**src/rtl/pea_core_if.sv**
```systemverilog
// ---------------------------------------------------------------------------
// pea_core_if
// Bundles the FIFO handshake and control/status signals between the
// Polynomial Evaluation Accelerator execution core and its surroundings
// (command/data FIFOs, result/status FIFOs and the PEA_enable block).
//
//   enable        : tokens/space sufficient for the current mode
//   command_in    : head of the command FIFO (valid the cycle after a pop)
//   data_in       : head of the data FIFO (valid the cycle after a pop)
//   rd_en_command : single-cycle command FIFO pop
//   rd_en_data    : single-cycle data FIFO pop
//   wr_en_result  : push result_out
//   wr_en_status  : push status_out
//   result_out    : 32-bit evaluated value
//   status_out    : 32-bit status word
//   mode, N, b    : current mode, addressed degree, batch count
//
// master = execution core, slave = FIFO/enable environment.
// ---------------------------------------------------------------------------
interface pea_core_if;
    logic        enable;
    logic [15:0] command_in;
    logic [15:0] data_in;
    logic        rd_en_command;
    logic        rd_en_data;
    logic        wr_en_result;
    logic        wr_en_status;
    logic [31:0] result_out;
    logic [31:0] status_out;
    logic [2:0]  mode;
    logic [3:0]  N;
    logic [4:0]  b;

    modport master (
        input  enable, command_in, data_in,
        output rd_en_command, rd_en_data, wr_en_result, wr_en_status,
        output result_out, status_out, mode, N, b
    );

    modport slave (
        output enable, command_in, data_in,
        input  rd_en_command, rd_en_data, wr_en_result, wr_en_status,
        input  result_out, status_out, mode, N, b
    );
endinterface

```
**src/rtl/pea_core.sv**
```systemverilog
// ---------------------------------------------------------------------------
// pea_core
// Execution datapath of the Polynomial Evaluation Accelerator. Pops commands
// and operands, stores up to 8 polynomials (16 x 16-bit coefficients each),
// evaluates them by Horner's rule and pushes 32-bit results/status words.
// Token width is 16 bits; results and status words are 32 bits. The
// 1024-deep FIFOs live outside this block.
//
// Ports:
//   clk  : system clock, rising edge
//   rst  : asynchronous active-high reset
//   pea  : pea_core_if.master (FIFO handshakes, enable, mode/N/b)
// ---------------------------------------------------------------------------
module pea_core (
    input  logic          clk,
    input  logic          rst,
    pea_core_if.master    pea
);
    localparam logic [2:0] OP_STP   = 3'b001;
    localparam logic [2:0] OP_EVP   = 3'b010;
    localparam logic [2:0] OP_EVB   = 3'b011;
    localparam logic [2:0] OP_RST   = 3'b101;
    localparam logic [2:0] MODE_GET = 3'b000;
    localparam logic [2:0] MODE_OUT = 3'b100;

    typedef enum logic [3:0] {
        S_CMD, S_DEC, S_STP_WAIT, S_STP_POP, S_EV_WAIT, S_EV_POP,
        S_EV_LOAD, S_EV_STEP, S_EV_WR, S_RST, S_OUT
    } state_t;

    state_t            state_q, state_d;
    logic [2:0]        mode_q, mode_d, op_q, op_d, slot_q, slot_d;
    logic [3:0]        n_q, n_d, idx_q, idx_d;
    logic [4:0]        b_q, b_d, bcnt_q, bcnt_d;
    logic [5:0]        cnt_q, cnt_d;
    logic [15:0]       code_q, code_d, x_q, x_d;
    logic [31:0]       acc_q, acc_d;
    logic              res_pend_q, res_pend_d;
    logic [7:0]        valid_q, valid_d;
    logic [7:0][3:0]   deg_q, deg_d;

    // Coefficient store: address = {slot, coefficient index}
    logic [15:0]       coef_mem [0:127];
    logic [15:0]       coef_rd_q;
    logic [3:0]        rd_idx;
    logic              mem_we;

    logic              rd_cmd, rd_dat, wr_res, wr_sta, horner_done;

    logic [2:0]        cmd_op, cmd_slot;
    logic [3:0]        cmd_n;
    logic [4:0]        cmd_b;
    logic              unused_cmd_bit;

    assign cmd_op         = pea.command_in[15:13];
    assign cmd_slot       = pea.command_in[12:10];
    assign cmd_n          = pea.command_in[9:6];
    assign cmd_b          = pea.command_in[4:0];
    assign unused_cmd_bit = pea.command_in[5];

    always_comb begin
        state_d     = state_q;
        mode_d      = mode_q;
        op_d        = op_q;
        slot_d      = slot_q;
        n_d         = n_q;
        b_d         = b_q;
        bcnt_d      = bcnt_q;
        cnt_d       = cnt_q;
        code_d      = code_q;
        idx_d       = idx_q;
        x_d         = x_q;
        acc_d       = acc_q;
        res_pend_d  = res_pend_q;
        valid_d     = valid_q;
        deg_d       = deg_q;
        rd_idx      = idx_q;
        mem_we      = 1'b0;
        rd_cmd      = 1'b0;
        rd_dat      = 1'b0;
        wr_res      = 1'b0;
        wr_sta      = 1'b0;
        horner_done = 1'b0;

        case (state_q)
            S_CMD: begin
                if (pea.enable) begin
                    rd_cmd  = 1'b1;
                    state_d = S_DEC;
                end
            end
            S_DEC: begin
                op_d       = cmd_op;
                slot_d     = cmd_slot;
                b_d        = cmd_b;
                bcnt_d     = cmd_b;
                cnt_d      = 6'd0;
                code_d     = 16'd0;
                res_pend_d = 1'b0;
                n_d        = (cmd_op == OP_STP) ? cmd_n : deg_q[cmd_slot];
                // Errors are resolved here so no data is ever popped for them
                case (cmd_op)
                    OP_STP: begin
                        mode_d  = OP_STP;
                        state_d = S_STP_WAIT;
                    end
                    OP_EVP, OP_EVB: begin
                        if (!valid_q[cmd_slot]) begin
                            code_d  = 16'd1;
                            mode_d  = MODE_OUT;
                            state_d = S_OUT;
                        end else if (cmd_op == OP_EVB && cmd_b == 5'd0) begin
                            code_d  = 16'd3;
                            mode_d  = MODE_OUT;
                            state_d = S_OUT;
                        end else begin
                            mode_d  = cmd_op;
                            state_d = S_EV_WAIT;
                        end
                    end
                    OP_RST: begin
                        mode_d  = OP_RST;
                        state_d = S_RST;
                    end
                    default: begin
                        code_d  = 16'd2;
                        mode_d  = MODE_OUT;
                        state_d = S_OUT;
                    end
                endcase
            end
            S_RST: begin
                valid_d = 8'd0;
                mode_d  = MODE_OUT;
                state_d = S_OUT;
            end
            S_STP_WAIT: begin
                if (pea.enable) begin
                    rd_dat  = 1'b1;
                    idx_d   = n_q;
                    state_d = S_STP_POP;
                end
            end
            S_STP_POP: begin
                // Each cycle stores the word popped one cycle earlier,
                // highest degree first, and issues the next pop if any remain
                mem_we = 1'b1;
                if (idx_q == 4'd0) begin
                    valid_d[slot_q] = 1'b1;
                    deg_d[slot_q]   = n_q;
                    mode_d          = MODE_OUT;
                    state_d         = S_OUT;
                end else begin
                    rd_dat = 1'b1;
                    idx_d  = idx_q - 4'd1;
                end
            end
            S_EV_WAIT: begin
                rd_idx = n_q;
                if (pea.enable) begin
                    rd_dat  = 1'b1;
                    state_d = S_EV_LOAD;
                end
            end
            S_EV_POP: begin
                // Later EVB samples: enable was checked once for the batch
                rd_idx  = n_q;
                rd_dat  = 1'b1;
                state_d = S_EV_LOAD;
            end
            S_EV_LOAD: begin
                x_d   = pea.data_in;
                acc_d = {16'd0, coef_rd_q};
                if (n_q == 4'd0) begin
                    horner_done = 1'b1;
                end else begin
                    rd_idx  = n_q - 4'd1;
                    idx_d   = n_q - 4'd1;
                    state_d = S_EV_STEP;
                end
            end
            S_EV_STEP: begin
                // coef_rd_q holds c_idx, prefetched one cycle ahead
                acc_d = acc_q * {16'd0, x_q} + {16'd0, coef_rd_q};
                if (idx_q == 4'd0) begin
                    horner_done = 1'b1;
                end else begin
                    rd_idx = idx_q - 4'd1;
                    idx_d  = idx_q - 4'd1;
                end
            end
            S_EV_WR: begin
                wr_res = 1'b1;
                cnt_d  = cnt_q + 6'd1;
                bcnt_d = bcnt_q - 5'd1;
                if (bcnt_q == 5'd1) begin
                    mode_d  = MODE_OUT;
                    state_d = S_OUT;
                end else begin
                    state_d = S_EV_POP;
                end
            end
            S_OUT: begin
                if (pea.enable) begin
                    wr_sta     = 1'b1;
                    wr_res     = res_pend_q;
                    res_pend_d = 1'b0;
                    mode_d     = MODE_GET;
                    state_d    = S_CMD;
                end
            end
            default: begin
                state_d = S_CMD;
                mode_d  = MODE_GET;
            end
        endcase

        if (horner_done) begin
            if (op_q == OP_EVB) begin
                state_d = S_EV_WR;
            end else begin
                // EVP writes result and status together from OUTPUT
                res_pend_d = 1'b1;
                cnt_d      = 6'd1;
                mode_d     = MODE_OUT;
                state_d    = S_OUT;
            end
        end
    end

    always_ff @(posedge clk or posedge rst) begin
        if (rst) begin
            state_q    <= S_CMD;
            mode_q     <= MODE_GET;
            op_q       <= 3'd0;
            slot_q     <= 3'd0;
            n_q        <= 4'd0;
            b_q        <= 5'd0;
            bcnt_q     <= 5'd0;
            cnt_q      <= 6'd0;
            code_q     <= 16'd0;
            idx_q      <= 4'd0;
            x_q        <= 16'd0;
            acc_q      <= 32'd0;
            res_pend_q <= 1'b0;
            valid_q    <= 8'd0;
            deg_q      <= '0;
        end else begin
            state_q    <= state_d;
            mode_q     <= mode_d;
            op_q       <= op_d;
            slot_q     <= slot_d;
            n_q        <= n_d;
            b_q        <= b_d;
            bcnt_q     <= bcnt_d;
            cnt_q      <= cnt_d;
            code_q     <= code_d;
            idx_q      <= idx_d;
            x_q        <= x_d;
            acc_q      <= acc_d;
            res_pend_q <= res_pend_d;
            valid_q    <= valid_d;
            deg_q      <= deg_d;
        end
    end

    // Coefficient RAM: contents are don't-care after reset, so no reset here
    always_ff @(posedge clk) begin
        if (mem_we) begin
            coef_mem[{slot_q, idx_q}] <= pea.data_in;
        end
        coef_rd_q <= coef_mem[{slot_q, rd_idx}];
    end

    // Strobes are masked by rst so nothing fires while reset is held,
    // even though the idle state would otherwise pop on enable
    assign pea.rd_en_command = rd_cmd & ~rst;
    assign pea.rd_en_data    = rd_dat & ~rst;
    assign pea.wr_en_result  = wr_res & ~rst;
    assign pea.wr_en_status  = wr_sta & ~rst;
    assign pea.result_out    = acc_q;
    assign pea.status_out    = {op_q, slot_q, n_q, cnt_q, code_q};
    assign pea.mode          = mode_q;
    assign pea.N             = n_q;
    assign pea.b             = b_q;
endmodule

```
**src/flat_wrapper.sv**
```systemverilog
// flat-port wrapper written by rule: the top's interface ports become plain ports
module pea_core_flat 
  (clk, rst, pea_enable, pea_command_in, pea_data_in, pea_rd_en_command, pea_rd_en_data, pea_wr_en_result, pea_wr_en_status, pea_result_out, pea_status_out, pea_mode, pea_N, pea_b);
  pea_core_if pea_i ();
  input  logic clk;
  input  logic rst;
  input wire logic [$bits(pea_i.enable)-1:0] pea_enable;
  input wire logic [$bits(pea_i.command_in)-1:0] pea_command_in;
  input wire logic [$bits(pea_i.data_in)-1:0] pea_data_in;
  output wire logic [$bits(pea_i.rd_en_command)-1:0] pea_rd_en_command;
  output wire logic [$bits(pea_i.rd_en_data)-1:0] pea_rd_en_data;
  output wire logic [$bits(pea_i.wr_en_result)-1:0] pea_wr_en_result;
  output wire logic [$bits(pea_i.wr_en_status)-1:0] pea_wr_en_status;
  output wire logic [$bits(pea_i.result_out)-1:0] pea_result_out;
  output wire logic [$bits(pea_i.status_out)-1:0] pea_status_out;
  output wire logic [$bits(pea_i.mode)-1:0] pea_mode;
  output wire logic [$bits(pea_i.N)-1:0] pea_N;
  output wire logic [$bits(pea_i.b)-1:0] pea_b;
  assign pea_i.enable = pea_enable;
  assign pea_i.command_in = pea_command_in;
  assign pea_i.data_in = pea_data_in;
  assign pea_rd_en_command = pea_i.rd_en_command;
  assign pea_rd_en_data = pea_i.rd_en_data;
  assign pea_wr_en_result = pea_i.wr_en_result;
  assign pea_wr_en_status = pea_i.wr_en_status;
  assign pea_result_out = pea_i.result_out;
  assign pea_status_out = pea_i.status_out;
  assign pea_mode = pea_i.mode;
  assign pea_N = pea_i.N;
  assign pea_b = pea_i.b;
  pea_core u_core (.clk(clk), .rst(rst), .pea(pea_i));
endmodule
```
**config.mk**
```make
export PLATFORM = sky130hd
export DESIGN_NAME = pea_core_flat
export DESIGN_NICKNAME = d
export VERILOG_FILES = /design/src/rtl/pea_core_if.sv /design/src/rtl/pea_core.sv /design/src/flat_wrapper.sv
export SDC_FILE = /design/constraint.sdc
export NUM_CORES = 2
export LEC_CHECK = 0
export CAP_MARGIN = 25
export CORE_ASPECT_RATIO = 0.75
export CORE_MARGIN = 10
export CORE_UTILIZATION = 34
export CTS_CLUSTER_SIZE = 14
export DETAILED_ROUTE_END_ITERATION = 8
export SYNTH_ARGS = -nofsm -noshare
export SYNTH_HDL_FRONTEND = slang
export SYNTH_SLANG_ARGS = --single-unit
```
**constraint.sdc**
```tcl
create_clock -name clk -period 5.5 [get_ports clk]
set_input_delay 0.825 -clock clk [delete_from_list [all_inputs] [get_ports clk]]
set_output_delay 0.825 -clock clk [all_outputs]
set_load 0.03 [all_outputs]
```
==> flow_metrics.py <==
metrics = {
    "timing": {
        "holdWs_ns": 0.247,
        "grt_setup_unrepaired": "yes",
        "relSlewSlack": 0.241,
        "finalClockSkew_ns": 0.0792,
        "max_clock_freq_mhz": 170,
        "layout_setup_ws_ns": -0.391,
        "hold_viol_final": 0,
        "worstMarginPinSlew_ns": 1.14,
        "drv_slew": 0,
        "finalCritPeriodShare": 1.07,
        "period_needed_ns": 5.89,
        "setup-tns-final_ns": -4.09,
        "final-setup-viol-count": 17,
    },
    "worst_setup_path": {
        "path_buf_inv": 6,
        "path_cells": "buf_6 > and2_4 > fa_1 > inv_1 > fa_2 > fa_1 > fa_1 > inv_1 > fa_1 > inv_2 > fa_1 > inv_2 > ha_4 > a21o_1 > a21o_1 > a21oi_2 > o21ai_4 > a21boi_4 > buf_6 > o21bai_4 > or3_1 > a32o_1",
        "cp_top_family": "adder cells",
        "cpPeakStageDelay_ns": 0.56,
        "cp_common_cell": "fa_1",
        "required_ns": 6.23,
        "worst_path_max_delay_cell": "fa_1",
        "end_kind": "flip-flop",
        "crit_fanout": 6,
        "cp.arrival_ns": 6.62,
        "start_kind": "flip-flop",
        "path_class": "reg -> reg",
    },
    "clock_network": {
        "cts.sinks": 2192,
        "cts_max_level": 4,
        "clockBufferDepth": 4,
        "clk_pin_slew_ns": 0.07,
        "cts-root-buf": "clkbuf_16",
        "cts_hold_buf": 0,
        "cts_made_buffers": 205,
        "cts_tree": "yes",
        "clkLatencyLatePin_ns": 0.90,
    },
    "floorplan": {
        "core_area_mm2": 0.284,
        "start_util": 0.342,
        "die_h_um": 483,
        "die_area_mm2": 0.308,
        "io_pins": 115,
        "placementRows": 169,
        "die-width_um": 637,
    },
    "routing": {
        "routedWlPerCell_um": 28.8,
        "drc": 0,
        "wl_met3_mm": 39.1,
        "via_per_inst": 5.51,
        "vias": 56000,
        "dr.pass1.iters": 6,
        "highest_layer": "met5",
        "wl_met2_mm": 119,
        "m1WireLength_mm": 129,
        "drt-total-wl_mm": 293,
        "first_iter_violations": 8344,
        "ant_nets": 0,
    },
    "global_route": {
        "grt_pass1_vias": 54100,
        "grt_max_degree": 82,
        "grt_overflow": 0,
        "grt_pass1_wl_mm": 415,
        "antenna_found_initial": 17,
        "grt_use_total": 0.185,
    },
    "logic_synthesis": {
        "yosys-top-cells-count": "edfxtp_1, nand2_1, mux4_2",
        "yosysTopAreaCellShare": 0.633,
        "synth-edff-count": 2048,
        "synth_compound_area_frac": 0.0372,
        "yosysMostFrequentCell": "edfxtp_1",
        "synth-async-reset-ratio": 0.0584,
        "synthMuxAreaShare": 0.125,
        "synthFlopType": "edfxtp_1",
        "synth.area.top_cells": "edfxtp_1, mux4_2, fa_1, dfrtp_1, nand2_1",
        "syn_inst": 5656,
        "synth-seq-cells": 2192,
        "yosys.cell_types.count": 83,
        "synth_xor_xnor_area_share": 0.00469,
        "synthAdderAreaFrac": 0.0772,
        "yosysTopAreaCell": "edfxtp_1",
        "synthSimpleGateAreaFrac": 0.0528,
        "syn_area_mm2": 0.0971,
        "synth_seq_area_share": 0.670,
        "synth_top_family_by_area": "multiplexers",
        "synth.avg_cell_area_um2": 17.2,
        "synth_warnings": 0,
    },
    "cells_and_area": {
        "final_core_util": 0.399,
        "drive_gt1_frac": 0.245,
        "syn_to_final_growth_pct": 16.6,
        "fill_cells": 25500,
        "multiInputGateArea_mm2": 0.0297,
        "nNetsFinal": 6691,
        "ff_latch_area_mm2": 0.0651,
    },
    "place": {
        "port_buffers": 99,
        "gp_congestion": 0.927,
        "hpwl_mm": 201,
        "pre_cts_slack_ns": -0.639,
    },
    "status": {
        "violations": "negative setup slack",
        "outcome": "finished, violations left",
    },
    "flow_run": {
        "cap_violations": 0,
    },
    "min_path": {
        "hp-class": "in -> reg",
    },
}
==> layout make-up <==
type                    count  area share
flip-flops and latches   2192       0.575
multi-input cells        2705       0.262
repair buffers            688      0.0540
clock buffers             261      0.0474
well taps                3762      0.0416
inverters                 456      0.0151
clock inverters            86     0.00533
diodes                      8    0.000177
==> worst register-to-register path: cells and delay by family (launching register included) <==
kind	cells	cell delay (ns)
buffers and inverters	6	0.48
adders and majority gates	7	3.25
and+or+nand+nor	2	0.47
AOI/OAI and AO/OA	7	1.14
DFF	1	0.46
==> placed cells by master (no fill, tap or decap), types with 96 or more instances in the layout <==
cell type	synthesis	final
edfxtp_1	2048	2048
nand2_1	533	528
buf_4	43	527
mux4_2	516	516
inv_1	455	444
fa_1	319	308
clkbuf_16	0	206
nor2_1	207	173
and2_1	159	151
a22oi_1	130	130
a21oi_1	126	113
dfrtp_1	128	96
==> metal layers <==
layer	global-route usage	vias to the layer above
met3	0.0571	388
li1	-	22500
met1	0.288	29800
met5	0.00473	-
met2	0.252	3327
met4	0.0398	6
==> cell families (layout without fill, tap and decap cells) <==
kind of cell	Yosys count	after routing
adders and majority gates	408	408
muxes	570	570
buffers and inverters	772	1491
xor gates and xnor gates	52	52
DFF	2192	2192
other	1	22
and+or+nand+nor	1120	1120
AOI/OAI and AO/OA	541	541
==> stage by stage <==
stage | area [µm²] | cells
2_1_floorplan | 97500 | 5669
3_3_place_gp | 106000 | 9754
3_5_place_dp | 107000 | 9770
4_1_cts | 113000 | 10100
5_1_grt | 113000 | 10200
6_report | 113000 | 10200
==> flip-flops by register name (all words and copies together) (netlist names) <==
register	count
u_core.bcnt_q	5
u_core.cnt_q	6
u_core.code_q	2
u_core.coef_mem	2048
u_core.coef_rd_q	16
u_core.deg_q	32
u_core.idx_q	4
u_core.op_q	3
u_core.pea.N	4
u_core.pea.b	5
u_core.pea.mode	3
u_core.pea.result_out	32
u_core.res_pend_q	1
u_core.slot_q	3
u_core.state_q	4
u_core.valid_q	8
u_core.x_q	16
==> worst paths after layout <==
kind / from / endpoint / slack (ns) / cells after the start
min in group asynchronous: rst / u_core.pea.result_out[2] / 0.54 / 3
min reg2reg: u_core.deg_q[2] / u_core.deg_q[2] / 0.48 / 2
max reg2reg: u_core.x_q[6] / u_core.pea.result_out[28] / -0.39 / 22
min: pea_data_in[7] / u_core.coef_mem[56][7] / 0.25 / 1
max in group asynchronous: rst / u_core.pea.result_out[23] / 3.49 / 5
max: u_core.x_q[6] / u_core.pea.result_out[28] / -0.39 / 22
==> what timing repair did <==
item	CTS	global route
setup endpoints to repair	19	19
resized for setup	57	70
setup buffers	19	12
pin swaps	29	36
endpoints found under the hold margin	0	0
Power is not shown: default switching activity piles up to over one toggle a cycle in this logic, so the estimate is an artifact.
